<file path="config.mk">
export PLATFORM = sky130hd
export DESIGN_NAME = alu_op_issuer
export DESIGN_NICKNAME = d
export VERILOG_FILES = /design/src/rtl/alu_issue_pkg.sv /design/src/rtl/alu_issue_lat_cnt.sv /design/src/rtl/alu_op_issuer.sv
export SDC_FILE = /design/constraint.sdc
export NUM_CORES = 1
export LEC_CHECK = 0
export ABC_AREA = 1
export CORE_MARGIN = 4
export CORE_UTILIZATION = 48
export DETAILED_ROUTE_END_ITERATION = 10
export PLACE_DENSITY_LB_ADDON = 0.08
export SYNTH_ARGS = -nofsm -noshare
export SYNTH_HDL_FRONTEND = slang
export SYNTH_SLANG_ARGS = --single-unit
</file>
<file path="constraint.sdc">
create_clock -name CLK -period 3.8 [get_ports CLK]
set_input_delay 0.57 -clock CLK [delete_from_list [all_inputs] [get_ports CLK]]
set_output_delay 0.57 -clock CLK [all_outputs]
set_load 0.005 [all_outputs]
</file>
<file path="src/rtl/alu_issue_pkg.sv">
// Shared types, command codes, flag indices and operand/latency decode for the ALU issuer.
package alu_issue_pkg;

  // Wide enough for the clamped gap and the command latencies.
  localparam int unsigned CNT_W = 5;

  typedef enum logic [2:0] {IDLE, BEAT_A, GAP, BEAT_B, WAIT, RESP} state_t;

  // Arithmetic commands (MODE=1)
  localparam logic [3:0] CMD_ADD     = 4'd0;
  localparam logic [3:0] CMD_INC_A   = 4'd4;
  localparam logic [3:0] CMD_DEC_A   = 4'd5;
  localparam logic [3:0] CMD_INC_B   = 4'd6;
  localparam logic [3:0] CMD_DEC_B   = 4'd7;
  localparam logic [3:0] CMD_MUL_INC = 4'd9;
  localparam logic [3:0] CMD_MUL_SHL = 4'd10;

  // Logical commands (MODE=0)
  localparam logic [3:0] CMD_NOT_A   = 4'd6;
  localparam logic [3:0] CMD_NOT_B   = 4'd7;
  localparam logic [3:0] CMD_SHR1_A  = 4'd8;
  localparam logic [3:0] CMD_SHL1_A  = 4'd9;
  localparam logic [3:0] CMD_SHR1_B  = 4'd10;
  localparam logic [3:0] CMD_SHL1_B  = 4'd11;

  // Bit positions inside {ERR,OFLOW,COUT,G,L,E}
  localparam int unsigned FLAG_E     = 0;
  localparam int unsigned FLAG_L     = 1;
  localparam int unsigned FLAG_G     = 2;
  localparam int unsigned FLAG_COUT  = 3;
  localparam int unsigned FLAG_OFLOW = 4;
  localparam int unsigned FLAG_ERR   = 5;

  localparam logic [1:0] NEED_A  = 2'b01;
  localparam logic [1:0] NEED_B  = 2'b10;
  localparam logic [1:0] NEED_AB = 2'b11;

  // Which operands the ALU consumes for a command: bit0 = A, bit1 = B.
  function automatic logic [1:0] op_needs(input logic mode, input logic [3:0] cmd);
    logic [1:0] need;
    need = NEED_AB;
    if (mode) begin
      if (cmd == CMD_INC_A || cmd == CMD_DEC_A) need = NEED_A;
      else if (cmd == CMD_INC_B || cmd == CMD_DEC_B) need = NEED_B;
    end else begin
      if (cmd == CMD_NOT_A || cmd == CMD_SHR1_A || cmd == CMD_SHL1_A) need = NEED_A;
      else if (cmd == CMD_NOT_B || cmd == CMD_SHR1_B || cmd == CMD_SHL1_B) need = NEED_B;
    end
    return need;
  endfunction

  // Cycles from the final beat until RES is valid; the multipliers take longer.
  function automatic logic [CNT_W-1:0] op_latency(input logic mode, input logic [3:0] cmd,
                                                  input logic [CNT_W-1:0] res_lat,
                                                  input logic [CNT_W-1:0] mul_lat);
    if (mode && (cmd == CMD_MUL_INC || cmd == CMD_MUL_SHL)) return mul_lat;
    return res_lat;
  endfunction

endpackage

</file>
<file path="src/rtl/alu_issue_lat_cnt.sv">
// Loadable down-counter shared by the GAP and WAIT phases; flags when it sits at zero.
module alu_issue_lat_cnt
  import alu_issue_pkg::*;
#(
  parameter int unsigned W = CNT_W
) (
  input  logic         clk,
  input  logic         rst_n,
  input  logic         load,
  input  logic [W-1:0] load_val,
  input  logic         dec,
  output logic         zero
);

  logic [W-1:0] cnt_q;

  // Load has priority; decrement stops at zero.
  always_ff @(posedge clk or negedge rst_n) begin
    if (!rst_n) begin
      cnt_q <= '0;
    end else if (load) begin
      cnt_q <= load_val;
    end else if (dec && cnt_q != '0) begin
      cnt_q <= cnt_q - W'(1);
    end
  end

  assign zero = (cnt_q == '0);

endmodule

</file>
<file path="src/rtl/alu_op_issuer.sv">
// ALU operation issuer: takes one request, drives the ALU input side in one or two beats,
// captures RES/flags after the command latency and returns them on a response handshake.
// Optional build macro ALU_ISSUE_STATS_EN adds saturating stat_ops/stat_errs counters.
// CW must be at least 4; only the low four CMD bits are decoded.
module alu_op_issuer
  import alu_issue_pkg::*;
#(
  parameter int unsigned DW      = 8,
  parameter int unsigned CW      = 4,
  parameter int unsigned TIMEOUT = 16,
  parameter int unsigned RES_LAT = 1,
  parameter int unsigned MUL_LAT = 2
) (
  input  logic            CLK,
  input  logic            RST,
  input  logic            req_valid,
  output logic            req_ready,
  input  logic            req_mode,
  input  logic [CW-1:0]   req_cmd,
  input  logic [DW-1:0]   req_opa,
  input  logic [DW-1:0]   req_opb,
  input  logic            req_cin,
  input  logic            req_split,
  input  logic [3:0]      req_gap,
  output logic [1:0]      INP_VALID,
  output logic            MODE,
  output logic [CW-1:0]   CMD,
  output logic            CE,
  output logic [DW-1:0]   OPA,
  output logic [DW-1:0]   OPB,
  output logic            CIN,
  input  logic [2*DW-1:0] RES,
  input  logic            ERR,
  input  logic            OFLOW,
  input  logic            COUT,
  input  logic            G,
  input  logic            L,
  input  logic            E,
  output logic            rsp_valid,
  input  logic            rsp_ready,
  output logic [2*DW-1:0] rsp_res,
  output logic [5:0]      rsp_flags
`ifdef ALU_ISSUE_STATS_EN
  ,
  output logic [15:0]     stat_ops,
  output logic [15:0]     stat_errs
`endif
);

  // Gap is kept below the ALU's second-operand timeout.
  localparam logic [CNT_W-1:0] GAP_MAX = CNT_W'(TIMEOUT - 2);

  state_t                state_q, state_d;
  logic                  mode_q, cin_q, split_q;
  logic [CW-1:0]         cmd_q;
  logic [DW-1:0]         opa_q, opb_q;
  logic [1:0]            need_q;
  logic [CNT_W-1:0]      gap_q, lat_q, gap_clamped;
  logic [2*DW-1:0]       res_q;
  logic [5:0]            flags_q;
  logic                  idle_ready, accept, capture;
  logic                  cnt_load, cnt_dec, cnt_zero;
  logic [CNT_W-1:0]      cnt_val;

  assign req_ready   = idle_ready & RST;
  assign accept      = req_valid & req_ready;
  assign gap_clamped = ({1'b0, req_gap} > GAP_MAX) ? GAP_MAX : {1'b0, req_gap};

  // State plus the request fields and the captured result.
  always_ff @(posedge CLK or negedge RST) begin
    if (!RST) begin
      state_q <= IDLE;
      mode_q  <= 1'b0;
      cmd_q   <= '0;
      opa_q   <= '0;
      opb_q   <= '0;
      cin_q   <= 1'b0;
      split_q <= 1'b0;
      need_q  <= '0;
      gap_q   <= '0;
      lat_q   <= '0;
      res_q   <= '0;
      flags_q <= '0;
    end else begin
      state_q <= state_d;
      if (accept) begin
        mode_q  <= req_mode;
        cmd_q   <= req_cmd;
        opa_q   <= req_opa;
        opb_q   <= req_opb;
        cin_q   <= req_cin;
        split_q <= req_split;
        need_q  <= op_needs(req_mode, req_cmd[3:0]);
        lat_q   <= op_latency(req_mode, req_cmd[3:0], CNT_W'(RES_LAT), CNT_W'(MUL_LAT));
        gap_q   <= gap_clamped;
      end
      if (capture) begin
        res_q   <= RES;
        flags_q <= {ERR, OFLOW, COUT, G, L, E};
      end
    end
  end

  // Next state, beat qualifiers and counter control.
  always_comb begin
    state_d    = state_q;
    idle_ready = 1'b0;
    rsp_valid  = 1'b0;
    INP_VALID  = 2'b00;
    CE         = 1'b0;
    capture    = 1'b0;
    cnt_load   = 1'b0;
    cnt_val    = '0;
    cnt_dec    = 1'b0;
    unique case (state_q)
      IDLE: begin
        idle_ready = 1'b1;
        if (req_valid) state_d = BEAT_A;
      end
      BEAT_A: begin
        CE = 1'b1;
        if (need_q == NEED_AB && split_q) begin
          INP_VALID = 2'b01;
          if (gap_q == '0) begin
            state_d = BEAT_B;
          end else begin
            cnt_load = 1'b1;
            cnt_val  = gap_q - CNT_W'(1);
            state_d  = GAP;
          end
        end else begin
          INP_VALID = need_q;
          cnt_load  = 1'b1;
          cnt_val   = lat_q - CNT_W'(1);
          state_d   = WAIT;
        end
      end
      GAP: begin
        CE = 1'b1;
        if (cnt_zero) state_d = BEAT_B;
        else cnt_dec = 1'b1;
      end
      BEAT_B: begin
        CE        = 1'b1;
        INP_VALID = 2'b10;
        cnt_load  = 1'b1;
        cnt_val   = lat_q - CNT_W'(1);
        state_d   = WAIT;
      end
      WAIT: begin
        CE = 1'b1;
        // Last WAIT cycle: RES is valid, sample it on this edge.
        if (cnt_zero) begin
          capture = 1'b1;
          state_d = RESP;
        end else begin
          cnt_dec = 1'b1;
        end
      end
      RESP: begin
        rsp_valid = 1'b1;
        if (rsp_ready) state_d = IDLE;
      end
      default: state_d = IDLE;
    endcase
  end

  alu_issue_lat_cnt #(
    .W(CNT_W)
  ) u_lat_cnt (
    .clk      (CLK),
    .rst_n    (RST),
    .load     (cnt_load),
    .load_val (cnt_val),
    .dec      (cnt_dec),
    .zero     (cnt_zero)
  );

  assign MODE      = mode_q;
  assign CMD       = cmd_q;
  assign OPA       = opa_q;
  assign OPB       = opb_q;
  assign CIN       = cin_q;
  assign rsp_res   = res_q;
  assign rsp_flags = flags_q;

`ifdef ALU_ISSUE_STATS_EN
  logic [15:0] stat_ops_q, stat_errs_q;
  logic        rsp_fire;

  assign rsp_fire = rsp_valid & rsp_ready;

  // Saturating counts of completed responses and of those reporting ERR.
  always_ff @(posedge CLK or negedge RST) begin
    if (!RST) begin
      stat_ops_q  <= '0;
      stat_errs_q <= '0;
    end else if (rsp_fire) begin
      if (stat_ops_q != 16'hFFFF) stat_ops_q <= stat_ops_q + 16'd1;
      if (flags_q[FLAG_ERR] && stat_errs_q != 16'hFFFF) stat_errs_q <= stat_errs_q + 16'd1;
    end
  end

  assign stat_ops  = stat_ops_q;
  assign stat_errs = stat_errs_q;
`endif

endmodule

</file>
==> out/qor.txt <==
worst hold path type = primary input to async pin
pin count of the biggest net entering global routing = 62
routability cong. = 0.855
number of synthesized flops with an enable pin = 0
vias in the first global route = 2,533
MaxCap Viol Count = 0
gr ovfl total = 0
cell with the most instances after synthesis = nand2_1
CTS clk-pin slew, worst paths = 0.07 ns
Syn-to-layout area delta = 43.2%
final setup violating endpoints = 0
clk_lat worst skew = 0.33 ns
CTS Buf Count = 9
first-pass iteration count of the detailed router = 6
gr usage total = 20.1%
ranking of synthesized cells by area = dfrtp_1 54%, nand2_1 21%, nand3_1 6.8%
number of diodes = 0
post-DR vias/cell = 4.91
first-pass GRT wire length = 11,600 um
Core Footprint = 5610 um2
CTS Sinks = 61
Rows = 27
cell taking the most area after synthesis = dfrtp_1
worst-margin pin slew = 0.766 ns
DRT antenna net count = 0
most frequent cells after synthesis = 154 x nand2_1, 61 x dfrtp_1, 38 x nand3_1, 28 x inv_1, 18 x nor2_1
CTS tree = built
clock buffer depth = 2
max frequency = 427 MHz
IO Pins = 102
initial antenna violation count = 0
final WL = 6980 um
Post-synth top flop = dfrtp_1
Post-Syn Area = 2810 um2
final layout net count = 512
Post-CTS Setup Bufs = 0
final hold violations = 0
Final Slew Violations = 0
sequential area share after synthesis = 54.3%
slew margin rel. = 48.9%
Port Buffer Count = 101
power density over cell area = 757 nW/um2
fin crit share = 61.6%
Syn Nets = 410
Final WS setup = 1.46 ns
Leak = 1.98 nW
syn avg cell area = 7.95 um2
Yosys cell types = 26
WS Path Type = flip-flop to flip-flop
full die area = 7150 um2
die width = 84.6 um
outcome = completed
DR WL/cell = 13.1 um
Critical Path RT = 4.02 ns
crit-path max FO = 24
Synth async-reset ratio = 100%
RSZ-0062 raised after global routing = false
drt first-iter violations = 149
CP arrival = 2.56 ns
cts repair resizes = 0
dpl ws = 1.48 ns
CP endpoint kind = flip-flop
worst clock skew = 0.00725 ns
maximum vdd drop = 0.000382 V
Final HPWL DP = 4870 um
hold_ws = 0.394 ns
Inst Count DP = 517
Min Clock Period, post-route = 2.34 ns
clock root cell = clkbuf_8
setup tns final = 0 ns
register bit total from synthesis = 61
proportion of layout cells with a drive suffix above 1 = 6.30%
Mapped Cells = 354
final cell count without fillers = 532
CP Launch Type = flip-flop
Via Count = 2,610
Starting Density = 50.2%
drt drc = 0
hold buffers post-CTS = 0
H-tree depth = 3
Ys Warns = 0
top-area cell type share of the netlist area = 54.3%
Worst R2R Setup Slack = 1.46 ns
Die Y-Extent = 84.6 um
## path summary, 6_finish.rpt
check | startpoint | depth (start not counted) | endpoint
max in group asynchronous | RST | 2 | rsp_res[12]$_DFFE_PN0P_
worst min register to register | rsp_res[13]$_DFFE_PN0P_ | 2 | rsp_res[13]$_DFFE_PN0P_
worst min-delay path | RST | 2 | u_lat_cnt.cnt_q[4]$_DFFE_PN0P_
worst max register to register | state_q[1]$_DFFE_PN0P_ | 6 | rsp_res[4]$_DFFE_PN0P_
worst max-delay path | state_q[1]$_DFFE_PN0P_ | 6 | rsp_res[4]$_DFFE_PN0P_
min in group CLK | rsp_res[13]$_DFFE_PN0P_ | 2 | rsp_res[13]$_DFFE_PN0P_
## placed cells by master, fill, tap and decap left out, types with 2 or more instances in the layout
cell	instances
inv_1	28
a21oi_1	3
buf_4	2
nor2_2	3
ha_1	3
nor2_1	18
clkinv_2	3
nand2_1	154
o21ai_1	3
clkdlybuf4s50_1	100
clkbuf_8	11
o21ai_0	15
dfrtp_1	61
or2_2	3
nand2_2	2
nand3_1	38
## per-stage QoR
stage	total power [mW]	cell area (um2)	utilization, %
detailed placement	2.54	3850	68.7
floorplan	1.81	2810	-
global placement	2.50	3850	68.7
CTS	3.08	4030	71.8
global route	3.30	4030	71.8
finish	3.05	4030	71.8
## state kept, by name, indices dropped and copies added, names as in the netlist
| signal | flops |
|---|---|
| rsp_res | 16 |
| OPA | 8 |
| OPB | 8 |
| rsp_flags | 6 |
| u_lat_cnt.cnt_q | 5 |
| CMD | 4 |
| gap_q | 4 |
| state_q | 3 |
| lat_q | 2 |
| need_q | 2 |
| CIN | 1 |
| MODE | 1 |
| split_q | 1 |
## worst max-delay path, stage by stage, from the launching register on
cell and delay (ns):
dfrtp_1 0.44, nor2_2 0.19, nand2_1 0.09, inv_1 0.57
nand2_1 0.66, nand2_1 0.21, nand2_1 0.07
## per-layer routing
layer	GRT usage (%)	up-vias	part of all wire (%)
met5	0	-	0
li1	-	1307	-
met1	26.2	1202	46
met4	7.77	0	2.2
met2	30.2	86	44
met3	8.15	15	7.9
## cells by family after synthesis
logic type	count (synthesis)	synth area share [%]
adders and majority gates	3	1.33
xor gates and xnor gates	2	0.623
buffers and inverters	41	6.41
AOI/OAI and AO/OA	26	5.07
DFF	61	54.3
and+or+nand+nor	221	32.3
## final cells by class
cell class / count / area, um2
Fill cell: 451 / 1580
Sequential cell: 61 / 1530
Clock inverter: 4 / 23.8
Tap cell: 72 / 90.1
Timing Repair Buffer: 103 / 1020
Inverter: 29 / 109
Clock buffer: 11 / 151
Multi-Input combinational cell: 252 / 1110
## power breakdown
part           total [mW]  internal, mW  switching [mW]
logic                1.37         0.718           0.649
clock network       0.525         0.266           0.258
registers            1.16         0.959           0.197
Power figures use the tool's default switching activity.
==> edit 1, RTL diff (same settings) <==
Put one more register stage on the output `rsp_flags`. The value now appears one clock later. The other outputs are not delayed to match.
--- a/src/rtl/alu_op_issuer.sv
+++ b/src/rtl/alu_op_issuer.sv
@@ -184,3 +184,5 @@
   assign rsp_res   = res_q;
-  assign rsp_flags = flags_q;
+  always_ff @(posedge CLK) begin
+    rsp_flags <= flags_q;
+  end
 
Check against the original RTL: not equivalent (Yosys sat finds a counterexample within 4 cycles, from zero or initial values and one cycle with RST low).
==> edit 1 against the unedited design <==
Final cell count increased by 1.7%; non-clock buffer count decreased by 1; register-to-register slack improved by 20 ps; cell area increased by 4.1%; synthesized cell count increased by 1.7%; routed wire length increased by 0.66%; sequential cell count increased by 6; total power increased by 7.5%; synthesized area increased by 4.4%; worst setup slack got worse by 4.8 ps; critical path type is now reg2out; highest routed layer unchanged.
==> edit 1: results (changes against the unedited design) <==
| Metric | Value |
|---|---|
| Status | `complete, no violations` |
| Syn avg cell area | `8.16 um2 (+2.7%)` |
| Async set-reset flop share out of synthesis | `91.0% (-9.0 points)` |
| Clk_skew | `13.1 ps (+5.89 ps)` |
| Detail Placement HPWL | `5020 um (+3.3%)` |
| DR WL met2 | `3240 um (+5.0%)` |
| Met3 Wirelength | `551 um (-0.72%)` |
| Metal-1 WL | `3180 um (-0.53%)` |
| Vias per Instance | `4.74 (-3.3%)` |
| Max IR drop VDD | `0.383 mV (+0.25%)` |
| Setup WS post-layout | `1450 ps (-4.82 ps)` |
| P_leak | `2.06 nW (+4.0%)` |
| NumNets Final | `517 (+0.98%)` |
| Peak per-stage delay on the critical path | `510 ps (-150 ps)` |
| DR WL/cell | `13.0 um (-1.0%)` |
| Dpl cells | `525 (+1.5%)` |
| Worst Setup SP | `state_q[0]$_DFFE_PN0P_` |
| Top cells by area, synth | `dfrtp_1 52%, nand2_1 20%, nand3_1 6.6%` |
| Vias in the first global route | `2496 (-1.5%)` |
| Global-route wire length before repair | `11500 um (-0.90%)` |
| Crit Path Max Fanout | `4 (-83%)` |
| R2R Setup Slk | `1480 ps (+20 ps)` |
| Final WL | `7030 um (+0.66%)` |
| Max_slew headroom | `47.7% (-1.2 points)` |
| Initial drt markers | `140 (-6.0%)` |
| Worst path slowest cell | `clkdlybuf4s50_1` |
| Crit path arrival time | `1780 ps (-780 ps)` |
## edit 1: cell types whose count changed after synthesis, moves of 2 or more
cell | unedited run | this run
dfxtp_1 | 0 | 6
inv_1 | 28 | 31
nor2_2 | 3 | 1
or2_2 | 3 | 1
## edit 1: worst max-delay path: cells and delay by family, from the launching register on
| kind | cells | cell delay, ps |
|---|---|---|
| buf+inv | 2 | 610 |
| flops | 1 | 410 |
| simple gates | 3 | 430 |
## edit 1: cell families (layout without fill, tap and decap cells)
kind of cell    Yosys count  count (layout)  share of synthesized area, %
flops                    67              67                          56.1
buf+inv                  44             150                          6.60
compound gates           25              25                          4.56
xor+xnor                  3               3                         0.895
fa+ha+maj                 3               3                          1.28
simple gates            218             218                          30.6
## edit 1: cell type report
class	instances	area (um2)	share of cell area, %
Sequential cell	67	1650	39.3
Multi-Input combinational cell	249	1100	26.1
Timing Repair Buffer	102	1010	24.2
Clock buffer	9	124	2.95
Inverter	32	120	2.86
Clock inverter	7	98.8	2.36
Tap cell	75	93.8	2.24
## edit 1: worst min path at each step
stage	startpoint	to	slack (ps)	cells after the start
floorplan	RST	CIN$_DFFE_PN0P_	270	0
global placement	flags_q[3]$_DFFE_PN0P_	rsp_flags[3]$_DFF_P_	350	0
detailed placement	flags_q[5]$_DFFE_PN0P_	rsp_flags[5]$_DFF_P_	360	0
CTS	flags_q[5]$_DFFE_PN0P_	rsp_flags[5]$_DFF_P_	370	0
global route	flags_q[5]$_DFFE_PN0P_	rsp_flags[5]$_DFF_P_	390	0
finish	flags_q[5]$_DFFE_PN0P_	rsp_flags[5]$_DFF_P_	380	0
## edit 1: report_power, final
part           total [mW]  internal, mW  leakage, nW  switching, mW
registers            1.26          1.06        0.786          0.207
logic                1.36         0.716         1.16          0.645
clock network       0.651         0.374        0.110          0.277
==> edit 2, RTL diff (same settings) <==
Without the edit above. The option `ALU_ISSUE_STATS_EN` is turned on by a define.
--- a/src/rtl/alu_op_issuer.sv
+++ b/src/rtl/alu_op_issuer.sv
@@ -4,2 +4,4 @@
 // CW must be at least 4; only the low four CMD bits are decoded.
+`define ALU_ISSUE_STATS_EN
+
 module alu_op_issuer
Behaviour (old outputs only; new: stat_errs and stat_ops): unchanged (Yosys induction, for registers that start in step).
==> edit 2 against the unedited design <==
Critical path depth unchanged; routed wire length grew 61%; sequential cell count increased by 32; worst setup slack got worse by 220 ps; total power up 30%; cell area rose by 59%; count of clock-buffer cells in the layout down 1; utilization shrank 6.1 points; synthesized area rose by 69%; critical path type is now reg2out; largest cell class unchanged.
==> edit 2: results (changes against the unedited design) <==
| Metric | Value |
|---|---|
| Status | `complete, no violations` |
| Top cells by count, synth | `256 x nand2_1, 93 x dfrtp_1, 74 x inv_1` |
| Worst Setup SP | `state_q[2]$_DFFE_PN0P_` |
| Clk_skew | `5.90 ps (-1.35 ps)` |
| TritonCTS buffer count | `9 (unchanged)` |
| Max_slew headroom | `52.9% (+4.0 points)` |
| Dpl cells | `882 (+71%)` |
| ANT cells | `0 (unchanged)` |
| Metal-1 WL | `4850 um (+52%)` |
| Total number of vias | `4265 (+63%)` |
| Worst path slowest cell | `clkdlybuf4s50_1` |
| Syn nets | `686 (+67%)` |
| Peak per-stage delay on the critical path | `530 ps (-130 ps)` |
| Detail Placement HPWL | `8440 um (+74%)` |
| Syn avg cell area | `7.59 um2 (-4.5%)` |
| Crit path arrival time | `1990 ps (-570 ps)` |
| P_leak | `3.07 nW (+55%)` |
| NumNets Final | `818 (+60%)` |
| Antenna violations before repair | `0 (unchanged)` |
| Reg clk slew, reported paths | `90 ps (+20 ps)` |
| DR WL/cell | `12.5 um (-4.4%)` |
| Met2 global-route usage | `33.9% (+3.7 points)` |
| Cell family with most CP delay | `buffers and inverters` |
| Postcts setup bufs | `0 (unchanged)` |
| Top FF cell, synth | `dfrtp_1` |
| Crit Path Max Fanout | `5 (-79%)` |
| Post_cts resized | `0 (unchanged)` |
| Top cells by area, synth | `dfrtp_1 49%, nand2_1 20%, inv_1 5.8%` |
| H-tree levels | `3 (unchanged)` |
| Vias in the first global route | `4173 (+65%)` |
| Total GRT Usage | `20.3% (+0.15 points)` |
| Global-route wire length before repair | `18800 um (+63%)` |
| Worst-Skew Late Latency | `350 ps (+20 ps)` |
| Initial drt markers | `219 (+47%)` |
| Met3 Use GR | `5.22% (-2.9 points)` |
| Fraction of layout cells with a size suffix above 1 | `4.58% (-1.7 points)` |
| Post-synth cell types | `25 (-3.8%)` |
| PortBufs | `133 (+32%)` |
| RD Place Congestion | `0.926 (+8.3%)` |
| Pin count of the biggest net entering global routing | `51 (-18%)` |
| Met1 GRT Util | `24.9% (-1.3 points)` |
| Met3 Wirelength | `782 um (+41%)` |
| DR WL met2 | `5490 um (+78%)` |
| Pre-antenna DRT Iters | `4 (-2)` |
| Post-route insts no fill | `898 (+69%)` |
| CTS Buffer Depth | `2 (unchanged)` |
| Seq/Total Area, Yosys | `48.8% (-5.5 points)` |
| Max IR drop VDD | `0.344 mV (-9.9%)` |
| # fillers | `836 (+85%)` |
## edit 2: cell count changes after synthesis, sizes merged, moves of 5 or more
cell   change
dfrtp     +32
inv       +49
nand2    +104
nand3      -5
nand4      +9
nor2      +27
o21ai     +31
xnor2     +15
xor2       +7
## edit 2: layout make-up
class | count | area share (%)
clock inverters | 6 | 1.35
inverters | 78 | 4.58
clock buffers | 10 | 2.00
flip-flops and latches | 93 | 36.4
well taps | 133 | 2.60
repair buffers | 135 | 21.0
multi-input cells | 443 | 32.1
## edit 2: report_power, final
part / total [mW] / switching, mW / internal (mW)
sequential: 1.63 / 0.274 / 1.35
clock: 0.717 / 0.346 / 0.371
combinational: 1.61 / 0.745 / 0.860
## edit 2: through the flow
step | area [um2] | hold slack, ps | setup slack, ps
floorplan | 4770 | 274 | 2280
global placement | 6180 | 466 | 1590
detailed placement | 6180 | 467 | 1550
CTS | 6400 | 352 | 1200
global route | 6400 | 394 | 1040
finish | 6400 | 340 | 1240
## edit 2: kinds of logic after synthesis
logic type / Yosys count / share of synthesized area [%]
xor gates and xnor gates: 24 / 4.41
buffers and inverters: 92 / 8.14
adders and majority gates: 5 / 1.31
and+or+nand+nor: 357 / 31.3
DFF: 93 / 48.8
AOI/OAI and AO/OA: 57 / 6.04
## edit 2: path summary, 6_finish.rpt
check                                          end  slack (ps)  cells after the start
setup / recovery                      INP_VALID[1]        1240                      6
hold / removal                  CMD[3]$_DFFE_PN0P_         340                      2
setup reg to reg              gap_q[2]$_DFFE_PN0P_        1800                      6
hold reg to reg                   MODE$_DFFE_PN0P_         490                      2
max in group asynchronous  stat_ops[1]$_DFFE_PN0P_        2480                      3
min in group CLK                  MODE$_DFFE_PN0P_         490                      2
